$ cat src/rtl/vector_line_fifo.sv
// Line-segment queue between the vector core and the line-draw engine.
// Latency: a write accepted at edge N is visible on the head outputs right after edge N (FWFT, no bypass).
// Backpressure: full/almostFull are advisory; a write into a full queue without a same-cycle read is dropped and sets overflow.
//
// Ports:
//   clk, rst_b                 clock and synchronous active-low reset
//   wrReq, d*                  segment write request (edge- or level-qualified per EDGE_WR) and payload
//   flush                      synchronous discard of all contents
//   rdAck, q*, qValid          first-word-fall-through head entry and consumer acknowledge
//   full, empty, almostFull    status derived from count
//   count, framesPending       entries held, held entries tagged end-of-frame
//   overflow                   sticky dropped-write flag, cleared by reset or flush
module vector_line_fifo #(
  parameter int DEPTH     = 16,
  parameter int COORD_W   = 11,
  parameter int COLOR_W   = 3,
  parameter int AFULL_LVL = DEPTH - 2,
  parameter int EDGE_WR   = 1
) (
  input  logic                       clk,
  input  logic                       rst_b,
  input  logic                       wrReq,
  input  logic [COORD_W-1:0]         dStartX,
  input  logic [COORD_W-1:0]         dStartY,
  input  logic [COORD_W-1:0]         dEndX,
  input  logic [COORD_W-1:0]         dEndY,
  input  logic [COLOR_W-1:0]         dColor,
  input  logic                       dLast,
  input  logic                       flush,
  input  logic                       rdAck,
  output logic [COORD_W-1:0]         qStartX,
  output logic [COORD_W-1:0]         qStartY,
  output logic [COORD_W-1:0]         qEndX,
  output logic [COORD_W-1:0]         qEndY,
  output logic [COLOR_W-1:0]         qColor,
  output logic                       qLast,
  output logic                       qValid,
  output logic                       full,
  output logic                       empty,
  output logic                       almostFull,
  output logic [$clog2(DEPTH):0]     count,
  output logic [$clog2(DEPTH):0]     framesPending,
  output logic                       overflow
);

  localparam int PTR_W   = $clog2(DEPTH);
  localparam int CNT_W   = PTR_W + 1;
  localparam int ENTRY_W = 4 * COORD_W + COLOR_W + 1;

  // Storage is deliberately not reset; head outputs are only meaningful with qValid.
  logic [ENTRY_W-1:0] mem_q [DEPTH];

  logic [PTR_W-1:0] wr_ptr_q, wr_ptr_d;
  logic [PTR_W-1:0] rd_ptr_q, rd_ptr_d;
  logic [CNT_W-1:0] count_q, count_d;
  logic [CNT_W-1:0] frames_q, frames_d;
  logic             overflow_q, overflow_d;
  logic             last_wr_req_q, last_wr_req_d;

  logic               wr;
  logic               rd;
  logic               wr_accept;
  logic               rd_fire;
  logic               mem_we;
  logic               head_last;
  logic [ENTRY_W-1:0] wr_entry;
  logic [ENTRY_W-1:0] head_entry;

  assign wr_entry   = {dStartX, dStartY, dEndX, dEndY, dColor, dLast};
  assign head_entry = mem_q[rd_ptr_q];
  assign head_last  = head_entry[0];

  assign {qStartX, qStartY, qEndX, qEndY, qColor, qLast} = head_entry;

  // Status comes only from count; wr_ptr == rd_ptr cannot tell full from empty.
  assign full          = (count_q == CNT_W'(DEPTH));
  assign empty         = (count_q == '0);
  assign almostFull    = (count_q >= CNT_W'(AFULL_LVL));
  assign qValid        = !empty;
  assign count         = count_q;
  assign framesPending = frames_q;
  assign overflow      = overflow_q;

  always_comb begin
    // Edge mode mirrors the legacy behaviour: a held request writes once.
    if (EDGE_WR != 0) begin
      wr = wrReq && !last_wr_req_q;
    end else begin
      wr = wrReq;
    end
    rd = rdAck && !empty;
    // A full queue still accepts a write when the head leaves on the same edge.
    wr_accept = wr && (!full || rd) && !flush;
    rd_fire   = rd && !flush;
    mem_we    = wr_accept && rst_b;
  end

  always_comb begin
    wr_ptr_d      = wr_ptr_q;
    rd_ptr_d      = rd_ptr_q;
    count_d       = count_q;
    frames_d      = frames_q;
    overflow_d    = overflow_q;
    // Sampled even during flush so a request held across flush does not re-fire.
    last_wr_req_d = wrReq;

    if (flush) begin
      wr_ptr_d   = '0;
      rd_ptr_d   = '0;
      count_d    = '0;
      frames_d   = '0;
      overflow_d = 1'b0;
    end else begin
      if (wr_accept) begin
        wr_ptr_d = wr_ptr_q + PTR_W'(1);
      end
      if (rd_fire) begin
        rd_ptr_d = rd_ptr_q + PTR_W'(1);
      end
      if (wr && !wr_accept) begin
        overflow_d = 1'b1;
      end

      if (wr_accept && !rd_fire) begin
        count_d = count_q + CNT_W'(1);
      end else if (!wr_accept && rd_fire) begin
        count_d = count_q - CNT_W'(1);
      end

      // Arriving and departing frame tags in the same cycle cancel out.
      if ((wr_accept && dLast) && !(rd_fire && head_last)) begin
        frames_d = frames_q + CNT_W'(1);
      end else if (!(wr_accept && dLast) && (rd_fire && head_last)) begin
        frames_d = frames_q - CNT_W'(1);
      end
    end
  end

  always_ff @(posedge clk) begin
    if (!rst_b) begin
      wr_ptr_q      <= '0;
      rd_ptr_q      <= '0;
      count_q       <= '0;
      frames_q      <= '0;
      overflow_q    <= 1'b0;
      last_wr_req_q <= 1'b0;
    end else begin
      wr_ptr_q      <= wr_ptr_d;
      rd_ptr_q      <= rd_ptr_d;
      count_q       <= count_d;
      frames_q      <= frames_d;
      overflow_q    <= overflow_d;
      last_wr_req_q <= last_wr_req_d;
    end
  end

  always_ff @(posedge clk) begin
    if (mem_we) begin
      mem_q[wr_ptr_q] <= wr_entry;
    end
  end

endmodule
$ cat config.mk
export PLATFORM = sky130hd
export DESIGN_NAME = vector_line_fifo
export DESIGN_NICKNAME = d
export VERILOG_FILES = /design/src/rtl/vector_line_fifo.sv
export SDC_FILE = /design/constraint.sdc
export NUM_CORES = 1
export LEC_CHECK = 0
export CAP_MARGIN = 25
export CORE_MARGIN = 4
export CORE_UTILIZATION = 30
export DETAILED_ROUTE_END_ITERATION = 12
export PLACE_DENSITY = 0.47
export REMOVE_ABC_BUFFERS = 1
export SYNTH_ARGS = -nofsm -noshare
export SYNTH_HDL_FRONTEND = slang
export SYNTH_SLANG_ARGS = --single-unit
$ cat constraint.sdc
create_clock -name clk -period 7.8 [get_ports clk]
set_input_delay 0.78 -clock clk [delete_from_list [all_inputs] [get_ports clk]]
set_output_delay 0.78 -clock clk [all_outputs]
set_load 0.01 [all_outputs]
Yosys cells after proc, flatten, opt, wreduce, memory -nomap -nowiden
Memories as Yosys holds them, arrays and structs flattened. A register that Yosys moved wholly into a read port is not among the register bits.
Index checks and enable logic that the tools add are counted.
Widths: inputs -> output; s select.
Word-level totals
  bits of input ports: 53
  register bits after elaboration: 20
  RAM bits: 768
  output and inout port bits: 63
  bits in latches: 0
  ROM bits: 0
  logic and storage cells: 50
  memories: 1
Cells by class
  equal/unequal tests: 1
  magnitude comparators: 1
  reductions and logical operators: 26
  shift operators: 0
  add/sub/neg operators: 6
  multipliers: 0
  bitwise operators: 1
  mux-type cells: 8
  divide/modulo/power cells: 0
Memory list
  mem_q: depth 16, bits a word 48, rd ports 1, clocked after memory_dff 1, write ports 1, line 51  | logic [ENTRY_W-1:0] mem_q [DEPTH];
Operators with widths (number)
  $mux 5: 4
  $logic_and 1x1->1: 13
  $add 5x1->5 const B: 2
  $sub 5x1->5 const B: 2
  $add 4x1->4 const B: 2
  $logic_not 1->1: 8
  $mux 4: 2
  $eq 5x5->1 const B: 1
  $ge 5x4->1 const B: 1
  $logic_not 5->1: 1
  $reduce_bool 2->1: 2
  $mux 1: 2
  $reduce_or 2->1: 1
  $logic_or 1x1->1: 1
  $not 1->1: 1

Depth between registers and ports, before layout
  depth after elaboration: 11
  gate-level depth with buffers: 14
  depth with buffers taken out: 11

Worst setup path after synthesis
Ideal clock, no wire load.
  path type: input-to-reg
  start point: input port wrReq
  end point: memory mem_q[3][0] (netlist name) (enable)
  path slack: 2.572 ns
  buffers on the path: 0
  data required time: 7.287 ns
  stages on the path: 4
  arrival: 4.715 ns
  library setup time: 0.513 ns
  path through: nor2b_1 > o31a_4 > nand3_2 > nor3_1
Between the ends
  word-level cells in the longest chain between the ends: 6
Ends and longest elaborated chain
  from (decl): line 22  | input logic wrReq,
  $logic_and 1x1->1: line 87  | wr = wrReq && !last_wr_req_q;
  $logic_and 1x1->1 (2 in a row): line 93  | wr_accept = wr && (!full || rd) && !flush;
  $logic_and 1x1->1: line 95  | mem_we = wr_accept && rst_b;
  $mux 1: line 158  | if (mem_we) begin
  $mux 1 (not written as such): line 159  | mem_q[wr_ptr_q] <= wr_entry;
  to (decl): line 51
No other way between the ends.

==> out/metrics.yaml <==
pwr:
  p_total_mw: 8.905
  pwr-share-comb_pct: 2.7
  peakVddDrop_uv: 155.1
  leakagePower_nw: 10.82
  seq_power_share_pct: 52.6
  switching_share_pct: 20.05
  power.density_nw_per_um2: 249.6
  internal_power_mw: 7.120
  p_sw_mw: 1.785
  clkPwrFrac_pct: 44.7
sta:
  hold_viol_final: 0
  holdWs_ns: 0.4967
  maxSlewViolCount: 0
  slew_headroom_pct: 30.13
  fmax_mhz: 218.5
  fin_skew_ns: 0.01942
  fin_crit_sh_pct: 58.67
  setup_slack_ns: 3.223
  finalSetupViolations: 0
  max_slew.worst_pin.slew_ns: 1.048
  grt_setup_unrepaired: "no"
  fin_crit_ns: 4.577
drt:
  drt-vias-per-instance: 4.888
  drtAntennaViolNets: 0
  drt_iter0_markers: 969
  wl_per_cell_um: 24.65
  drcViolationCount: 0
  dr.pass1.iters: 4
  routed_wl_um: 70930
  vias: 14060
yosys:
  ys_seq_area_share_pct: 78.09
  synth.top_cells.by_count: "768 x edfxtp_1, 189 x mux4_2, 94 x a22oi_1"
  syn_area_per_cell_um2: 22.30
  ys_top_cells_by_area: "edfxtp_1 77%, mux4_2 14%, a22oi_1 2.3%, dfxtp_1 1.6%, nand2_1 0.68%"
  yosysMostFrequentCell: "edfxtp_1"
  ys_seq_elements: 792
  synthArstFlopShare_pct: 0
  synth_warnings: 0
  synth_top_area_cell: "edfxtp_1"
  synth_cell_types: 44
  synth_top_area_share_pct: 76.50
  syn_inst: 1352
  netlist_area_um2: 30150
  synth_edf_count: 768
  ys_dominant_reg_cell: "edfxtp_1"
setup_path:
  setup.worst_path.class: "reg2out"
  worstSetupEndpointType: "primary output"
  crit_slowest_cell: "nor2b_4"
  startpoint_type: "flop"
  crit_buf_inv: 2
  path_cells: "nor2b_4 > buf_4 > a22oi_1 > nand2_1 > clkdlybuf4s50_1"
  crit_family: "simple AND/OR/NAND/NOR gates"
  worstPathRequired_ns: 7.02
  cp_max_fo: 25
  slowest_delay_ns: 0.88
  arrival_ns: 3.80
  rrSetupSlack_ns: 4.03
global_route:
  first_global_vias: 15250
  grt_usage_pct: 13.36
  grt_pass1_wl_um: 104600
  grt_max_degree: 119
  overflow: 0
  grt_antenna_before_repair: 9
clocking:
  post_cts_resized: 0
  clock_path_buffers: 3
  cts_buffers: 86
  cts_tree: "done"
  clock_latency_ns: 0.64
  hold_buffers: 0
  cts.sinks: 792
  clockRootBuffer: "clkbuf_16"
  h-tree-depth: 3
  postCtsSetupBuffers: 0
  clk_pin_slew_ns: 0.06
placement:
  placed_cell_area_um2: 32930
  dp_slack_ns: 3.557
  port_buffers: 115
  dp_hpwl_um: 35780
  gp_congestion: 0.6711
floorplanning:
  die_w_um: 325
  core-area_um2: 99860
  die_h_um: 325
  rows: 116
  ios: 116
  die_area_um2: 105600
  start_util_pct: 30.19
status:
  outcome: "finished, final reports clean"
finish:
  area_growth_pct: 18.37
  ff_latch_area_um2: 23550
  fin_area_um2: 35690
  final.fill_count: 9197
  multi_input_area_um2: 6316
  final_nets: 1578
  drive_above_1_share_pct: 23.29
flow_run:
  cap_violations: 0
min_path:
  min_path_type: "reg2reg"
## final cells by class
type	count	share of cell area, %
flip-flops and latches	792	65.99
multi-input cells	479	17.70
clock buffers	105	6.230
well taps	1298	4.551
repair buffers	143	3.941
clock inverters	49	1.480
inverters	8	0.08415
diodes	3	0.02104
## cells in the final DEF, fill, tap and decap left out, types with 5 or more instances in the layout
cell / synthesis / routed
edfxtp_1: 768 / 768
inv_6: 0 / 5
clkinv_2: 0 / 9
clkdlybuf4s50_1: 0 / 115
inv_1: 8 / 8
clkbuf_1: 26 / 19
nand3_1: 12 / 12
mux2i_1: 8 / 8
a21oi_1: 11 / 11
clkinv_1: 0 / 18
bufinv_16: 0 / 9
ha_1: 13 / 13
a22oi_1: 94 / 94
dfxtp_1: 24 / 22
mux4_2: 189 / 189
clkbuf_16: 0 / 86
nand2_1: 55 / 55
nor2_1: 33 / 20
buf_4: 10 / 25
nor2_4: 0 / 13
## worst paths after layout
path | end | cells past startpoint | from
hold / removal | overflow | 2 | overflow
setup / recovery | qEndX[8] | 5 | flop
setup reg to reg | framesPending[4] | 11 | flop
hold reg to reg | overflow | 2 | overflow
## cells by family after synthesis
kind of cell / synth area share [%]
fa+ha+maj: 0.6724
simple gates: 2.108
mux: 14.42
compound gates: 3.100
buf+inv: 1.399
xor+xnor: 0.2034
flops: 78.09
## stage by stage
stage                     cells  util [%]  setup TNS, ns
final                      2877     35.74              0
after global routing       2874     35.73              0
after CTS                  2874     35.73              0
after detailed placement   2720     32.97              0
after global placement     2719     32.95              0
after floorplan            1279         -         -98.27
## tightest hold or removal path, cell delays in order (launching register included)
cell,delay (ns)
dfxtp_1,0.35
a21oi_1,0.05
nor2_1,0.07
## sequential cells by signal, summed over array words and instances (netlist names), named ones only
register       count
mem_q            768
count              5
framesPending      5
rd_ptr_q           4
wr_ptr_q           4
last_wr_req_q      1
overflow           1
## power groups by stage
stage               Sequential, mW  Combinational (mW)  Clock [mW]
floorplan                     4.79               0.111           0
global placement              4.77               0.240           0
detailed placement            4.77               0.248           0
CTS                           4.68               0.249        4.10
global route                  4.68               0.267        4.28
finish                        4.69               0.243        3.98
## routing by layer
metal,track usage [%],vias up,wire length [µm]
met5,0,-,34
met4,3.469,4,1203
met3,2.809,88,3712
met2,21.83,325,34390
met1,18.30,7605,31590
li1,-,6041,-
(Power assumes the default switching activity.)
